[src/rtl/display_scan_if.sv]
// Bus between the BCD source, the scan controller and the 7-segment decoder.
interface display_scan_if;
    logic [15:0] data_in;
    logic        load;
    logic [15:0] number;
    logic [3:0]  dig;
    logic [3:0]  an_n;
    logic        pending;
    logic        frame_start;

    modport master (
        output data_in, load,
        input  number, dig, an_n, pending, frame_start
    );

    modport slave (
        input  data_in, load,
        output number, dig, an_n, pending, frame_start
    );
endinterface

[src/rtl/display_scan.sv]
// 4-digit multiplexed display scan controller with double-buffered BCD value.
// Optional leading-zero blanking is enabled by defining DISPLAY_SCAN_LZB_EN.
module display_scan #(
    parameter int unsigned DIV          = 50000,
    parameter int unsigned BLANK_CYCLES = 500
) (
    input  logic            clk,
    input  logic            rst_n,
    display_scan_if.slave   bus
);

    localparam int unsigned     CNT_W     = (DIV > 1) ? $clog2(DIV) : 1;
    localparam logic [CNT_W-1:0] CNT_LAST = CNT_W'(DIV - 1);
    localparam logic [3:0]      DIG_FIRST = 4'b0001;
    localparam logic [3:0]      DIG_LAST  = 4'b1000;

    logic [CNT_W-1:0] cnt_q, cnt_d;
    logic [3:0]       dig_q, dig_d;
    logic [15:0]      number_q, number_d;
    logic [15:0]      shadow_q, shadow_d;
    logic             pending_q, pending_d;
    logic             frame_start_q, frame_start_d;

    logic slot_end_c;
    logic frame_end_c;
    logic in_blank_c;
    logic [3:0] lzb_mask_c;
    logic [3:0] an_n_c;

    assign slot_end_c  = (cnt_q == CNT_LAST);
    assign frame_end_c = slot_end_c && (dig_q == DIG_LAST);

    // Next-state: slot counter, digit rotation, capture and frame transfer.
    always_comb begin
        cnt_d         = cnt_q + CNT_W'(1);
        dig_d         = dig_q;
        number_d      = number_q;
        shadow_d      = shadow_q;
        pending_d     = pending_q;
        frame_start_d = frame_end_c;

        if (slot_end_c) begin
            cnt_d = '0;
            dig_d = {dig_q[2:0], dig_q[3]};
        end

        if (bus.load) begin
            shadow_d  = bus.data_in;
            pending_d = 1'b1;
        end

        // New data arriving on the transfer edge bypasses the shadow.
        if (frame_end_c) begin
            if (bus.load) begin
                number_d  = bus.data_in;
                pending_d = 1'b0;
            end else if (pending_q) begin
                number_d  = shadow_q;
                pending_d = 1'b0;
            end
        end
    end

    always_ff @(posedge clk or negedge rst_n) begin
        if (!rst_n) begin
            cnt_q         <= '0;
            dig_q         <= DIG_FIRST;
            number_q      <= '0;
            shadow_q      <= '0;
            pending_q     <= 1'b0;
            frame_start_q <= 1'b0;
        end else begin
            cnt_q         <= cnt_d;
            dig_q         <= dig_d;
            number_q      <= number_d;
            shadow_q      <= shadow_d;
            pending_q     <= pending_d;
            frame_start_q <= frame_start_d;
        end
    end

    // Anti-ghosting window at the start of each slot.
    generate
        if (BLANK_CYCLES == 0) begin : g_no_blank
            assign in_blank_c = 1'b0;
        end else begin : g_blank
            assign in_blank_c = (cnt_q < CNT_W'(BLANK_CYCLES));
        end
    endgenerate

`ifdef DISPLAY_SCAN_LZB_EN
    assign lzb_mask_c = {(number_q[15:12] == 4'h0),
                         (number_q[15:8]  == 8'h00),
                         (number_q[15:4]  == 12'h000),
                         1'b0};
`else
    assign lzb_mask_c = 4'b0000;
`endif

    // Anodes are combinational so they track dig with no extra latency.
    assign an_n_c = (!rst_n || in_blank_c) ? 4'b1111 : (~dig_q | lzb_mask_c);

    assign bus.number      = number_q;
    assign bus.dig         = dig_q;
    assign bus.an_n        = an_n_c;
    assign bus.pending     = pending_q;
    assign bus.frame_start = frame_start_q;

endmodule

[src/flat_wrapper.sv]
// flat-port wrapper written by rule: the top's interface ports become plain ports
module display_scan_flat 
#(
    parameter int unsigned DIV          = 50000,
    parameter int unsigned BLANK_CYCLES = 500
)
  (clk, rst_n, bus_data_in, bus_load, bus_number, bus_dig, bus_an_n, bus_pending, bus_frame_start);
  display_scan_if bus_i ();
  input  logic clk;
  input  logic rst_n;
  input wire logic [$bits(bus_i.data_in)-1:0] bus_data_in;
  input wire logic [$bits(bus_i.load)-1:0] bus_load;
  output wire logic [$bits(bus_i.number)-1:0] bus_number;
  output wire logic [$bits(bus_i.dig)-1:0] bus_dig;
  output wire logic [$bits(bus_i.an_n)-1:0] bus_an_n;
  output wire logic [$bits(bus_i.pending)-1:0] bus_pending;
  output wire logic [$bits(bus_i.frame_start)-1:0] bus_frame_start;
  assign bus_i.data_in = bus_data_in;
  assign bus_i.load = bus_load;
  assign bus_number = bus_i.number;
  assign bus_dig = bus_i.dig;
  assign bus_an_n = bus_i.an_n;
  assign bus_pending = bus_i.pending;
  assign bus_frame_start = bus_i.frame_start;
  display_scan #(.DIV(DIV), .BLANK_CYCLES(BLANK_CYCLES)) u_core (.clk(clk), .rst_n(rst_n), .bus(bus_i));
endmodule
[config.mk]
export PLATFORM = sky130hd
export DESIGN_NAME = display_scan_flat
export DESIGN_NICKNAME = d
export VERILOG_FILES = /design/src/rtl/display_scan_if.sv /design/src/rtl/display_scan.sv /design/src/flat_wrapper.sv
export SDC_FILE = /design/constraint.sdc
export NUM_CORES = 1
export LEC_CHECK = 0
export CORE_UTILIZATION = 55
export DETAILED_ROUTE_END_ITERATION = 12
export PLACE_DENSITY = 0.93
export SLEW_MARGIN = 20
export SYNTH_ARGS = -nofsm -noshare
export SYNTH_HDL_FRONTEND = slang
export SYNTH_SLANG_ARGS = --single-unit
[constraint.sdc]
create_clock -name clk -period 3.1 [get_ports clk]
set_input_delay 0.62 -clock clk [delete_from_list [all_inputs] [get_ports clk]]
set_output_delay 0.62 -clock clk [all_outputs]
set_load 0.005 [all_outputs]
### Word level (Yosys, flattened, before mapping)

Cells that the tools add are included.

* output and inout port bits: 26
* register bits after elaboration: 54
* input bits: 19
* word-level logic and storage cells: 24

* multiplexer cells: 8
* bitwise logic cells: 1
* $add $sub $neg: 1
* $lt $le $gt $ge: 1
* equality and inequality tests: 2
* reductions and logical operators: 5

Operators with widths (number)
* 16-bit two-way mux: 3
* 16-bit by 1-bit adder with 16-bit output, second input constant: 1
* 16-bit == test, second input constant: 1
* 16-bit by 9-bit less-than comparator with 1-bit output, second input constant: 1
* 4-bit == test, second input constant: 1
* 1-bit two-way mux: 4
* 4-bit two-way mux: 1
* 4-bit inverter: 1
* 2-bit AND reduction: 1
* 2-bit nonzero test: 1
* 1-bit logical AND: 1
* 1-bit logical NOT: 1
* 1-bit logical OR: 1

### Depth between registers and ports, before layout

* depth after elaboration: 4
* mapped depth: 8
* depth with buffers taken out: 5

### Worst setup path after synthesis

Ideal clock, no wire load.

* path kind: reg-to-reg
* from: register u_core.cnt_q[0]
* to: register u_core.number_q[10], in the netlist u_core.bus.number[10]
* buffers on the path: 3
* library setup time: 125 ps
* slack: 1058 ps
* required time: 2975 ps
* clock period less this slack: 2042 ps
* data arrival time: 1917 ps
* cell stages (with the launch flop): 9
* cell sequence: dfrtp_1 ha_1 and3_1 buf_2 nand4_2 or3_1 buf_6 buf_12 mux2_4

* word-level cells in the longest chain between the ends: 3

Ends and longest elaborated chain
* start, declared: line display_scan.sv:17 `logic [CNT_W-1:0] cnt_q, cnt_d;`
* start signal, assigned: line display_scan.sv:73 `cnt_q <= cnt_d;`
* 16-bit == test: line display_scan.sv:30 `assign slot_end_c = (cnt_q == CNT_LAST);`
* 1-bit logical AND: line display_scan.sv:31 `assign frame_end_c = slot_end_c && (dig_q == DIG_LAST);`
* 2-bit AND reduction (no source line)
* end signal, assigned: line display_scan.sv:75 `number_q <= number_d;`
* end, declared: line display_scan.sv:19 `logic [15:0] number_q, number_d;`

No other way between the ends.
A chain may end at the register's enable or synchronous reset.

### Worst setup path in the final report

* from: register u_core.cnt_q[5]
* to: output port bus_an_n[2]

* word-level cells in the longest chain between the ends: 3

Ends and longest elaborated chain
* 16-bit by 9-bit less-than comparator with 1-bit output: line display_scan.sv:87 `assign in_blank_c = (cnt_q < CNT_W'(BLANK_CYCLES));`
* 1-bit logical OR: line display_scan.sv:101 `assign an_n_c = (!rst_n || in_blank_c) ? 4'b1111 : (~dig_q | lzb_mask_c);`
* 4-bit two-way mux: line display_scan.sv:101
* end, declared: line flat_wrapper.sv:15 `output wire logic [$bits(bus_i.an_n)-1:0] bus_an_n;`

No other way between the ends.

==> reports/metrics.csv <==
metric;value;unit
post-cts hold buffer count;0;
largest net degree at the start of global routing;55;
WL per Instance;17.8;um
Die Ht;66.5;um
R2R depth;4;
max_slew headroom;39.9;%
GRT met3 Usage;4.97;%
Yosys top cell area share;58.0;%
clock transition at the registers of the reported paths;0.10;ns
die area;4420;um^2
sum of negative setup slack;0;ns
postcts setup bufs;0;
top-count cell post-synth;dfrtp_1;
1st-pass router iterations;4;
fillers;246;
GRT Residual Overflow;0;
Initial Utilization;57.2;%
remaining antenna violation count;0;
post-route insts no fill;268;
Peak Freq;0.373;GHz
R2R Path Start;u_core.cnt_q[10];
CTS H-Tree Depth;2;
# diodes;0;
Slowest-stage cell, CP;dfrtp_1;
reg2reg end;u_core.bus.number[10];
clock root buffer;clkbuf_8;
clk_lat worst skew;0.31;ns
mapped cell area;2290;um^2
WP data required;2.48;ns
crit-path max FO;7;
Post-route DRC;0;
Tightest Pin Transition;0.901;ns
Post-synth ARST share;100;%
Via density;5.56;
gr usage total;23.5;%
Final setup viols;0;
CP Class;reg -> out;
met1 usage;27.3;%
final WL;4770;um
first-pass GRT wire length;7360;um
I/O pins;45;
outcome;finished clean;
CTS Buf Count;5;
Post-Syn Area per Cell;13.4;um^2
DRT iter0 DRCs;130;
crit-path max cell delay;0.46;ns
crit-path cells;and4_1 > o211ai_1 > a31oi_1 > nand2_1 > clkdlybuf4s50_1;
I/O Buffers;44;
Post-Syn Nets;191;
maxcap violations;0;
PwrDens;437;nW/um^2
met2 Track Usage GR;41.1;%
synth top area cells;dfrtp_1, mux2_2, mux2_4, nand2_1, xnor2_1;
Fin. Hold Viols;0;
top_reg_cell synth;dfrtp_1;
period utilization;86.4;%
via count;1491;
Leakage Power;1.27;nW
Seq cells post-synth;54;
Critical path origin;u_core.cnt_q[5];
Max Slew Vio Count;0;
crit end category;output port;
Final min period;2.68;ns
top cells by count, synth;dfrtp_1, mux2_2, nand2_1;
delay-heaviest family, CP;flip-flops;
R2R setup slack;0.58;ns
crit path to;bus_an_n[2];
# resized after CTS;0;
P&R area growth vs syn;24.1;%
WP depth;5;
clock sinks;54;
clk_skew;0.0101;ns
RSZ-0062 raised after global routing;false;
GPL Wtd Cong;0.750;
post-DP HPWL;3150;um
Max clock buf depth;2;
nets;237;
die width;66.5;um
Critical path buffers and inverters;1;
peak supply drop;0.232;mV
min-delay worst type;in -> async;
vias in the first global route;1531;
Distinct cells, synth;31;
CTS tree;done;
post-synth top area cell;dfrtp_1;
num rows;23;
Post-synth EDFFs;0;
share of cells above drive strength 1;22.0;%
Placed Instances;260;
Warnings, synthesis;0;
initial antenna violation count;0;
core box area;4000;um^2
GRT busiest layer;met2;
cell count after synthesis;171;
post-synthesis sequential area ratio;59.1;%
Setup crit start kind;flop;
Worst EP arrival;2.06;ns
flip-flops by register name, summed over array words and instances, names as in the netlist:
name	cells
u_core.bus.number	16
u_core.cnt_q	16
u_core.shadow_q	16
u_core.bus.dig	4
u_core.bus.frame_start	1
u_core.bus.pending	1
worst min-delay path by stage:
stage | endpoint | slack [ns] | depth (start not counted)
after detailed placement | u_core.cnt_q[0] | 0.49 | 1
after floorplan | u_core.bus.dig[1] | 0.32 | 0
after CTS | u_core.bus.number[15] | 0.46 | 2
after global placement | u_core.bus.dig[0] | 0.47 | 2
final | u_core.bus.number[2] | 0.44 | 2
after global routing | u_core.bus.number[15] | 0.49 | 2
cell usage in the layout (no fill, tap or decap), types with 2 or more instances in the layout:
master,n
nand2_1,19
or3_1,3
nor3_1,2
xnor2_1,7
mux2_2,22
clkbuf_8,5
nand3_1,5
clkdlybuf4s50_1,43
mux2_4,10
dfrtp_1,53
and4_1,4
o21ai_0,2
xor2_1,5
buf_4,2
nand4_1,6
and3_1,2
nor2_1,9
a21oi_1,2
inv_1,2
through the flow:
stage	util [%]	instance area (um^2)	power [mW]	setup slack (ns)	hold slack, ns
detailed placement	68.7	2750	0.858	0.590	0.487
global route	71.0	2840	1.29	0.312	0.487
finish	71.0	2840	1.24	0.420	0.441
CTS	71.0	2840	1.25	0.405	0.460
global placement	68.7	2750	0.851	0.662	0.468
floorplan	-	2290	0.794	1.06	0.324
report_power, final:
part / internal (mW) / leakage (nW) / switching (mW)
combinational: 0.0616 / 0.542 / 0.0405
sequential: 0.732 / 0.686 / 0.0105
clock: 0.159 / 0.0441 / 0.237
cell type report:
| cell class | instances | area [um^2] | share of cell area [%] |
|---|---|---|---|
| flip-flops and latches | 54 | 1350 | 47.6 |
| multi-input cells | 108 | 876 | 30.9 |
| repair buffers | 46 | 450 | 15.9 |
| clock buffers | 5 | 68.8 | 2.42 |
| well taps | 50 | 62.6 | 2.20 |
| clock inverters | 3 | 21.3 | 0.749 |
| inverters | 2 | 7.51 | 0.264 |
per-layer routing:
| metal | routed length (um) | share of wire [%] | vias up |
|---|---|---|---|
| met5 | 0 | 0 | - |
| met4 | 104 | 2.2 | 0 |
| met3 | 209 | 4.4 | 9 |
| met2 | 2430 | 51 | 45 |
| met1 | 2030 | 43 | 745 |
| li1 | - | - | 692 |
kinds of logic after synthesis:
family	count (synthesis)	synth area share, %
multiplexers	32	17.4
flip-flops	54	59.1
buffers and inverters	9	2.62
AND/OR/NAND/NOR	57	14.3
XOR/XNOR	12	4.59
adder cells (fa/ha/maj)	1	0.547
AO/OA/AOI/OAI	6	1.48
Power figures use the tool's default switching activity.
